===== config.mk =====
export PLATFORM = sky130hd
export DESIGN_NAME = addsub_seq_ctrl
export DESIGN_NICKNAME = d
export VERILOG_FILES = /design/src/rtl/addsub_seq_pkg.sv /design/src/rtl/adder_slice8.sv /design/src/rtl/addsub_seq_ctrl.sv
export SDC_FILE = /design/constraint.sdc
export NUM_CORES = 1
export LEC_CHECK = 0
export BUFFER_PORTS_ARGS = -buffer_cell sky130_fd_sc_hd__buf_2
export CORE_MARGIN = 2
export CORE_UTILIZATION = 49
export DETAILED_ROUTE_END_ITERATION = 7
export PLACE_DENSITY = 0.75
export SLEW_MARGIN = 20
export SYNTH_ARGS = -nofsm -noshare
export SYNTH_HDL_FRONTEND = slang
export SYNTH_SLANG_ARGS = --single-unit

===== constraint.sdc =====
create_clock -name clk -period 4.7 [get_ports clk]
set_input_delay 0 -clock clk [delete_from_list [all_inputs] [get_ports clk]]
set_output_delay 0 -clock clk [all_outputs]
set_load 0.005 [all_outputs]

===== src/rtl/addsub_seq_pkg.sv =====
// addsub_seq_pkg: shared state encoding and byte-width constants for the sequential add/subtract controller
package addsub_seq_pkg;
  typedef enum logic [1:0] {IDLE, RUN, DONE} state_t;
  localparam int BYTE_W = 8;
  localparam int MAX_WORDS = 16;
endpackage


===== src/rtl/adder_slice8.sv =====
// adder_slice8: 8-bit ripple-carry slice built from full adders
module adder_slice8
  import addsub_seq_pkg::*;
(
  input  logic [BYTE_W-1:0] a,
  input  logic [BYTE_W-1:0] b,
  input  logic              cin,
  output logic [BYTE_W-1:0] sum,
  output logic              cout
);
  logic [BYTE_W:0] c;
  assign c[0] = cin;
  for (genvar i = 0; i < BYTE_W; i++) begin : g_fa
    assign sum[i]   = a[i] ^ b[i] ^ c[i];
    assign c[i+1]   = (a[i] & b[i]) | (c[i] & (a[i] ^ b[i]));
  end
  assign cout = c[BYTE_W];
endmodule


===== src/rtl/addsub_seq_ctrl.sv =====
// addsub_seq_ctrl: byte-serial WORDS x 8-bit add/subtract over one shared adder slice
// Define ADDSUB_SEQ_SUB_EN to enable subtract via op; otherwise every operation is an add.
module addsub_seq_ctrl
  import addsub_seq_pkg::*;
#(
  parameter int WORDS = 4
) (
  input  logic                clk,
  input  logic                rst,
  input  logic                in_valid,
  output logic                in_ready,
  input  logic                op,
  input  logic [BYTE_W*WORDS-1:0] a,
  input  logic [BYTE_W*WORDS-1:0] b,
  input  logic                cin,
  output logic                out_valid,
  input  logic                out_ready,
  output logic [BYTE_W*WORDS-1:0] sum,
  output logic                cout,
  output logic                ovf,
  output logic                busy
);
  localparam int W  = BYTE_W * WORDS;
  localparam int IW = WORDS > 1 ? $clog2(WORDS) : 1;
  state_t state, state_n;
  logic [W-1:0] a_r, b_r, b_in;
  logic [IW-1:0] idx;
  logic [BYTE_W-1:0] s;
  logic carry, c_in, sc, cmsb, last;
`ifdef ADDSUB_SEQ_SUB_EN
  assign b_in = op ? ~b : b;
  assign c_in = op ? 1'b1 : cin;
`else
  logic unused_op;
  assign unused_op = op;
  assign b_in = b;
  assign c_in = cin;
`endif
  // operand registers shift right so the slice always sees the current byte at the bottom
  adder_slice8 u_slice (
    .a   (a_r[BYTE_W-1:0]),
    .b   (b_r[BYTE_W-1:0]),
    .cin (carry),
    .sum (s),
    .cout(sc)
  );
  assign cmsb = a_r[BYTE_W-1] ^ b_r[BYTE_W-1] ^ s[BYTE_W-1];
  assign last = idx == IW'(WORDS - 1);
  always_comb begin
    state_n   = (state == IDLE && in_valid) ? RUN :
                (state == RUN && last) ? DONE :
                (state == DONE && out_ready) ? IDLE : state;
    in_ready  = state == IDLE;
    out_valid = state == DONE;
    busy      = state != IDLE;
  end
  always_ff @(posedge clk or posedge rst) begin
    if (rst) begin
      state <= IDLE;
      a_r   <= '0;
      b_r   <= '0;
      carry <= 1'b0;
      idx   <= '0;
      sum   <= '0;
      cout  <= 1'b0;
      ovf   <= 1'b0;
    end else begin
      state <= state_n;
      if (state == IDLE && in_valid) begin
        a_r   <= a;
        b_r   <= b_in;
        carry <= c_in;
        idx   <= '0;
      end else if (state == RUN) begin
        a_r   <= a_r >> BYTE_W;
        b_r   <= b_r >> BYTE_W;
        carry <= sc;
        idx   <= idx + 1'b1;
        for (int j = 0; j < WORDS; j++)
          if (idx == IW'(j)) sum[j*BYTE_W +: BYTE_W] <= s;
        if (last) begin
          cout <= sc;
          ovf  <= cmsb ^ sc;
        end
      end
    end
  end
endmodule


# Yosys cells after proc, flatten, opt, wreduce, memory -nomap -nowiden
# Index checks and enable logic that the tools add are counted.
totals:
  reg_bits: 103
  input_bits: 70
  elab_cells: 83
  out_inout_bits: 37
classes:
  n_eq_ne: 5
  reduce_logical: 12
  n_addsub: 1
  muxes: 11
  bitwise: 43
op_table:
  columns: ["op", "count"]
  rows:
  - ["32-bit two-way mux", 4]
  - ["1-bit XOR", 18]
  - ["1-bit AND", 16]
  - ["3-bit AND reduction", 4]
  - ["2-bit two-way mux", 5]
  - ["1-bit OR", 8]
  - ["2-bit equality test (second input constant)", 3]
  - ["2-bit by 1-bit equality test with 1-bit output (second input constant)", 2]
  - ["2-bit zero test", 2]
  - ["2-bit nonzero test", 2]
  - ["1-bit logical AND", 3]
  - ["3-bit nonzero test", 1]
  - ["2-bit by 1-bit adder with 2-bit output (second input constant)", 1]
  - ["1-bit two-way mux", 2]
  - ["1-bit inverter", 1]

# Longest topological paths before layout
logic_depth:
  ltp_word: 19
  ltp_mapped: 12
  depth_no_buf: 12

# Modules after synthesis
# A second synthesis with hierarchy kept.
hier_totals:
  cells_unflattened: 361
  hier_area_um2: 4712.0
by_module_without_submodules:
  columns: ["module", "area_per_inst_um2", "instances", "cells_per_inst", "seq_area_each_um2"]
  rows:
  - ["addsub_seq_ctrl", 4514.3, 1, 343, 2577.5]
  - ["adder_slice8", 197.7, 1, 18, 0.0]

# Least setup slack after synthesis
# OpenSTA, ideal clock, no wires.
synth_timing:
  path_kind: "register -> register"
  from: "register a_r[0]"
  to: "register ovf"
  period_less_slack_ns: 3.912
  stages_incl_launch_ff: 13
  setup_time_ns: 0.125
  path_buffers: 0
  t_required_ns: 4.575
  setup_slack_ns: 0.788
  arrival_time_ns: 3.787
  path_cell_list: "dfrtp_1 -> fa_1 -> fa_1 -> fa_1 -> fa_1 -> fa_1 -> inv_1 -> fa_1 -> inv_1 -> fa_1 -> fa_1 -> xor2_1 -> mux2_2"
synth_via:
  elab_chain_len: 18
  word_cells_on_any_way: 21
  classes_between: "bitwise: 21"
synth_rtl:
  columns: ["item", "line", "source"]
  rows:
  - ["start: declaration", "addsub_seq_ctrl.sv:26", "logic [W-1:0] a_r, b_r, b_in;"]
  - ["start signal: assignment", "addsub_seq_ctrl.sv:75", "a_r <= a_r >> BYTE_W;"]
  - ["1-bit XOR", "adder_slice8.sv:15", "assign c[i+1] = (a[i] & b[i]) | (c[i] & (a[i] ^ b[i]));"]
  - ["1-bit AND", "adder_slice8.sv:15", null]
  - ["1-bit OR *", "adder_slice8.sv:15", null]
  - ["1-bit AND *", "adder_slice8.sv:15", null]
  - ["1-bit OR *", "adder_slice8.sv:15", null]
  - ["1-bit AND *", "adder_slice8.sv:15", null]
  - ["1-bit OR *", "adder_slice8.sv:15", null]
  - ["1-bit AND *", "adder_slice8.sv:15", null]
  - ["[3 not listed]", null, null]
  - ["1-bit AND *", "adder_slice8.sv:15", null]
  - ["1-bit OR *", "adder_slice8.sv:15", null]
  - ["1-bit AND *", "adder_slice8.sv:15", null]
  - ["1-bit OR *", "adder_slice8.sv:15", null]
  - ["1-bit AND *", "adder_slice8.sv:15", null]
  - ["1-bit OR *", "adder_slice8.sv:15", null]
  - ["named net sc", "addsub_seq_ctrl.sv:29", "logic carry, c_in, sc, cmsb, last;"]
  - ["1-bit XOR *", "addsub_seq_ctrl.sv:83", "ovf <= cmsb ^ sc;"]
  - ["end signal: assignment", "addsub_seq_ctrl.sv:83", null]
  - ["end: declaration", "addsub_seq_ctrl.sv:20", "output logic ovf,"]
# Mark *: on every way through the listed nets, which the timed path passes. The rest lies on a longest branch.
# A chain may end at the register's enable or synchronous reset.

# Final worst setup path
# Same ends and word-level chain as after synthesis.

==> flow_metrics.tcl <==
set metrics [dict create \
    crit_chain "fa_1, fa_1, fa_1, fa_1, fa_1, inv_1, fa_1, inv_1, fa_1, fa_1, xor2_1, mux2_2" \
    final_nets 627 \
    pwr-share-clk 0.161 \
    grt_usage 0.1995 \
    p_leak_nw 2.800 \
    tightestPinTransition_ns 1.025 \
    critical_path_arrival_ns 4.37 \
    die_h_um 105.8 \
    maxSlewViolCount 0 \
    dr.pass1.iters 8 \
    clock_latency_ns 0.36 \
    drc 3 \
    critical_path.most_common_cell "fa_1" \
    power_switching_mw 1.477 \
    grt_pass1_wl_um 17750 \
    cts_resized 0 \
    place.gp.congestion 0.7674 \
    cp-start-kind "register" \
    drive_gt1_frac 0.2945 \
    clk_pin_slew_ns 0.09 \
    drt.antenna.violating_nets 0 \
    drtIter0Drc 259 \
    num_rows 37 \
    routed_wl_um 11070 \
    syn-mean-instance-area_sq_um 11.80 \
    synth.yosys.warnings 0 \
    syn_to_final_growth_pct 21.43 \
    yosys.area_share.simple 0.1731 \
    netlist_area_sq_mm 0.005075 \
    fin_crit_ns 4.118 \
    synth-seq-cells 103 \
    portBuffers 105 \
    synth_top_family_by_area "simple AND/OR/NAND/NOR gates" \
    num_vias 3693 \
    finalCritPeriodShare 0.8762 \
    grt_pass1_vias 3579 \
    relSlewSlack 0.3167 \
    intPower_mw 2.506 \
    status "finished, violations left" \
    cts_tree "yes" \
    clock-sinks 103 \
    synth_compound_area_frac 0.1085 \
    initial_core_util 0.4983 \
    synthMuxAreaShare 0.07668 \
    routed_via_density 5.383 \
    violations "DRC" \
    cp_slowest_stage_delay_ns 0.46 \
    comb_power_share 0.405 \
    grt_overflow_total 0 \
    synth_cell_types 30 \
    required_ns 4.95 \
    clock_skew_ns 0.01051 \
    setup_viol 0 \
    core-area_sq_mm 0.01018 \
    worstHoldPathType "in2reg" \
    cts.path.max_buffers 2 \
    seq_power_share 0.433 \
    cellPowerDensity_mw_per_mm2 646.2 \
    cp_slowest_cell "fa_1" \
    io_pins 107 \
    hold_viol 0 \
    rsz0062_at_grt "no" \
    grt_max_degree 107 \
    max-cap-violations 0 \
    die-area_sq_mm 0.01119 \
    cp_max_fo 3 \
    wl_per_cell_um 16.14 \
    synth-xor-area-share 0.001726 \
    num_antenna_cells 0 \
    dpl.hpwl_um 7303 \
    synthAdderAreaFrac 0.04142 \
    path_class "reg2reg" \
    crit_path_end_kind "register" \
    post-route-util 0.6050 \
    swShare 0.3708 \
    yosysSeqAreaShare 0.5079 \
    cts-buffers-inserted 9 \
    root_buffer "clkbuf_8" \
    ir_drop_mv 0.3474 \
    syn-instance-count 430 \
    synth_nets 512 \
    antenna_found_initial 0 \
    die_w_um 105.8 \
    fmax_ghz 0.2428 \
    htreeDepth 3 \
    fin_setup_tns_ns 0 \
]
power by group through the flow:
| stage | combinational (mW) | sequential [mW] | clock (mW) |
|---|---|---|---|
| global route | 1.81 | 1.79 | 0.698 |
| global placement | 1.55 | 1.72 | 0 |
| CTS | 1.63 | 1.73 | 0.662 |
| floorplan | 1.37 | 1.54 | 0 |
| finish | 1.61 | 1.73 | 0.643 |
| detailed placement | 1.60 | 1.75 | 0 |
sequential cells by signal (all words and copies together) (netlist names):
signal  flops
idx         2
b_r        32
a_r        32
sum        32
cout        1
state       2
ovf         1
carry       1
cell type report:
| type | instances | area (sq um) |
|---|---|---|
| Clock inverter | 5 | 106.4 |
| Multi-Input combinational cell | 227 | 2048 |
| Tap cell | 136 | 170.2 |
| Timing Repair Buffer | 142 | 888.4 |
| Inverter | 62 | 235.2 |
| Clock buffer | 11 | 131.4 |
| Fill cell | 863 | 4023 |
| Sequential cell | 103 | 2582 |
logic make-up after synthesis:
| family | after synthesis |
|---|---|
| flip-flops | 103 |
| AND/OR/NAND/NOR | 109 |
| buffers and inverters | 100 |
| adder cells (fa/ha/maj) | 12 |
| XOR/XNOR | 1 |
| AO/OA/AOI/OAI | 70 |
| multiplexers | 35 |
worst max-delay path, delay by kind of cell, from the launching register on:
family                   cells  cell delay [ns]
adder cells (fa/ha/maj)      8             3.04
buffers and inverters        2             0.13
XOR/XNOR                     1             0.18
flip-flops                   1             0.41
multiplexers                 1             0.26
Yosys cell counts (all sizes together):
cell type / count / area (sq um)
a211oi: 45 / 337.8
or2: 1 / 6.260
mux2i: 4 / 40.04
nor2b: 6 / 37.54
o221ai: 2 / 17.52
ha: 4 / 50.05
a21oi: 2 / 10.01
inv: 62 / 232.7
a222oi: 3 / 30.03
a22o: 15 / 131.4
nand3b: 6 / 65.06
clkbuf: 11 / 41.29
nor3b: 47 / 357.8
o21bai: 1 / 7.510
nor2: 1 / 3.750
nor4b: 45 / 394.1
dfrtp: 103 / 2577
a21boi: 1 / 7.510
fa: 8 / 160.2
mux2: 31 / 349.1
buf: 27 / 186.4
a221oi: 1 / 8.760
nand2b: 1 / 6.260
nand2: 2 / 7.510
xor2: 1 / 8.760
cells in the final DEF (no fill, tap or decap), types with 2 or more instances in the layout:
master           n
buf_2          105
dfrtp_1        101
inv_1           61
nor3b_1         46
nor4b_1         45
a211oi_1        45
dlygate4sd3_1   34
mux2_2          31
a22o_1          15
clkbuf_8         9
fa_1             8
nor2b_1          6
mux2i_1          4
ha_1             4
nand3b_1         3
a222oi_1         3
bufinv_16        3
buf_4            3
a21oi_1          2
nand3b_2         2
nand2_1          2
o221ai_1         2
clkbuf_1         2
timing repair:
| item | 4_1_cts | 5_1_grt |
|---|---|---|
| hold buffers | 34 | 0 |
| endpoints found under the hold margin | 57 | 0 |
| setup buffers | 0 | 0 |
worst paths after layout:
path                            startpoint        to  slack (ns)  cells after the start
worst max-delay path                a_r[0]       ovf        0.58                     12
worst min-delay path                 a[24]   a_r[24]       0.005                      3
worst max register to register      a_r[0]       ovf        0.58                     12
worst min register to register     a_r[25]   a_r[25]        0.51                      2
max in group asynchronous              rst  state[1]        3.17                      4
min in group asynchronous              rst   sum[19]        0.13                      3
through the flow:
step / total power [mW] / worst slack [ns] / hold WS [ns] / cell area [sq um] / std cells
2_1_floorplan: 2.910 / 0.7880 / 0.08985 / 5075 / 430
3_3_place_gp: 3.266 / 0.6864 / -0.02964 / 5584 / 636
3_5_place_dp: 3.350 / 0.5875 / -0.02270 / 5584 / 636
4_1_cts: 4.023 / 0.5804 / 0.0001533 / 6162 / 686
5_1_grt: 4.303 / 0.4548 / 0.01130 / 6162 / 686
6_report: 3.982 / 0.5816 / 0.004919 / 6162 / 686
layer usage:
metal	part of all wire	wire [um]	GRT usage
met5	0	0	0
met4	0.016	174	0.06015
met3	0.050	549	0.04020
met2	0.47	5238	0.3221
met1	0.46	5111	0.2736
Note: power is estimated with default switching activity, not from simulation.
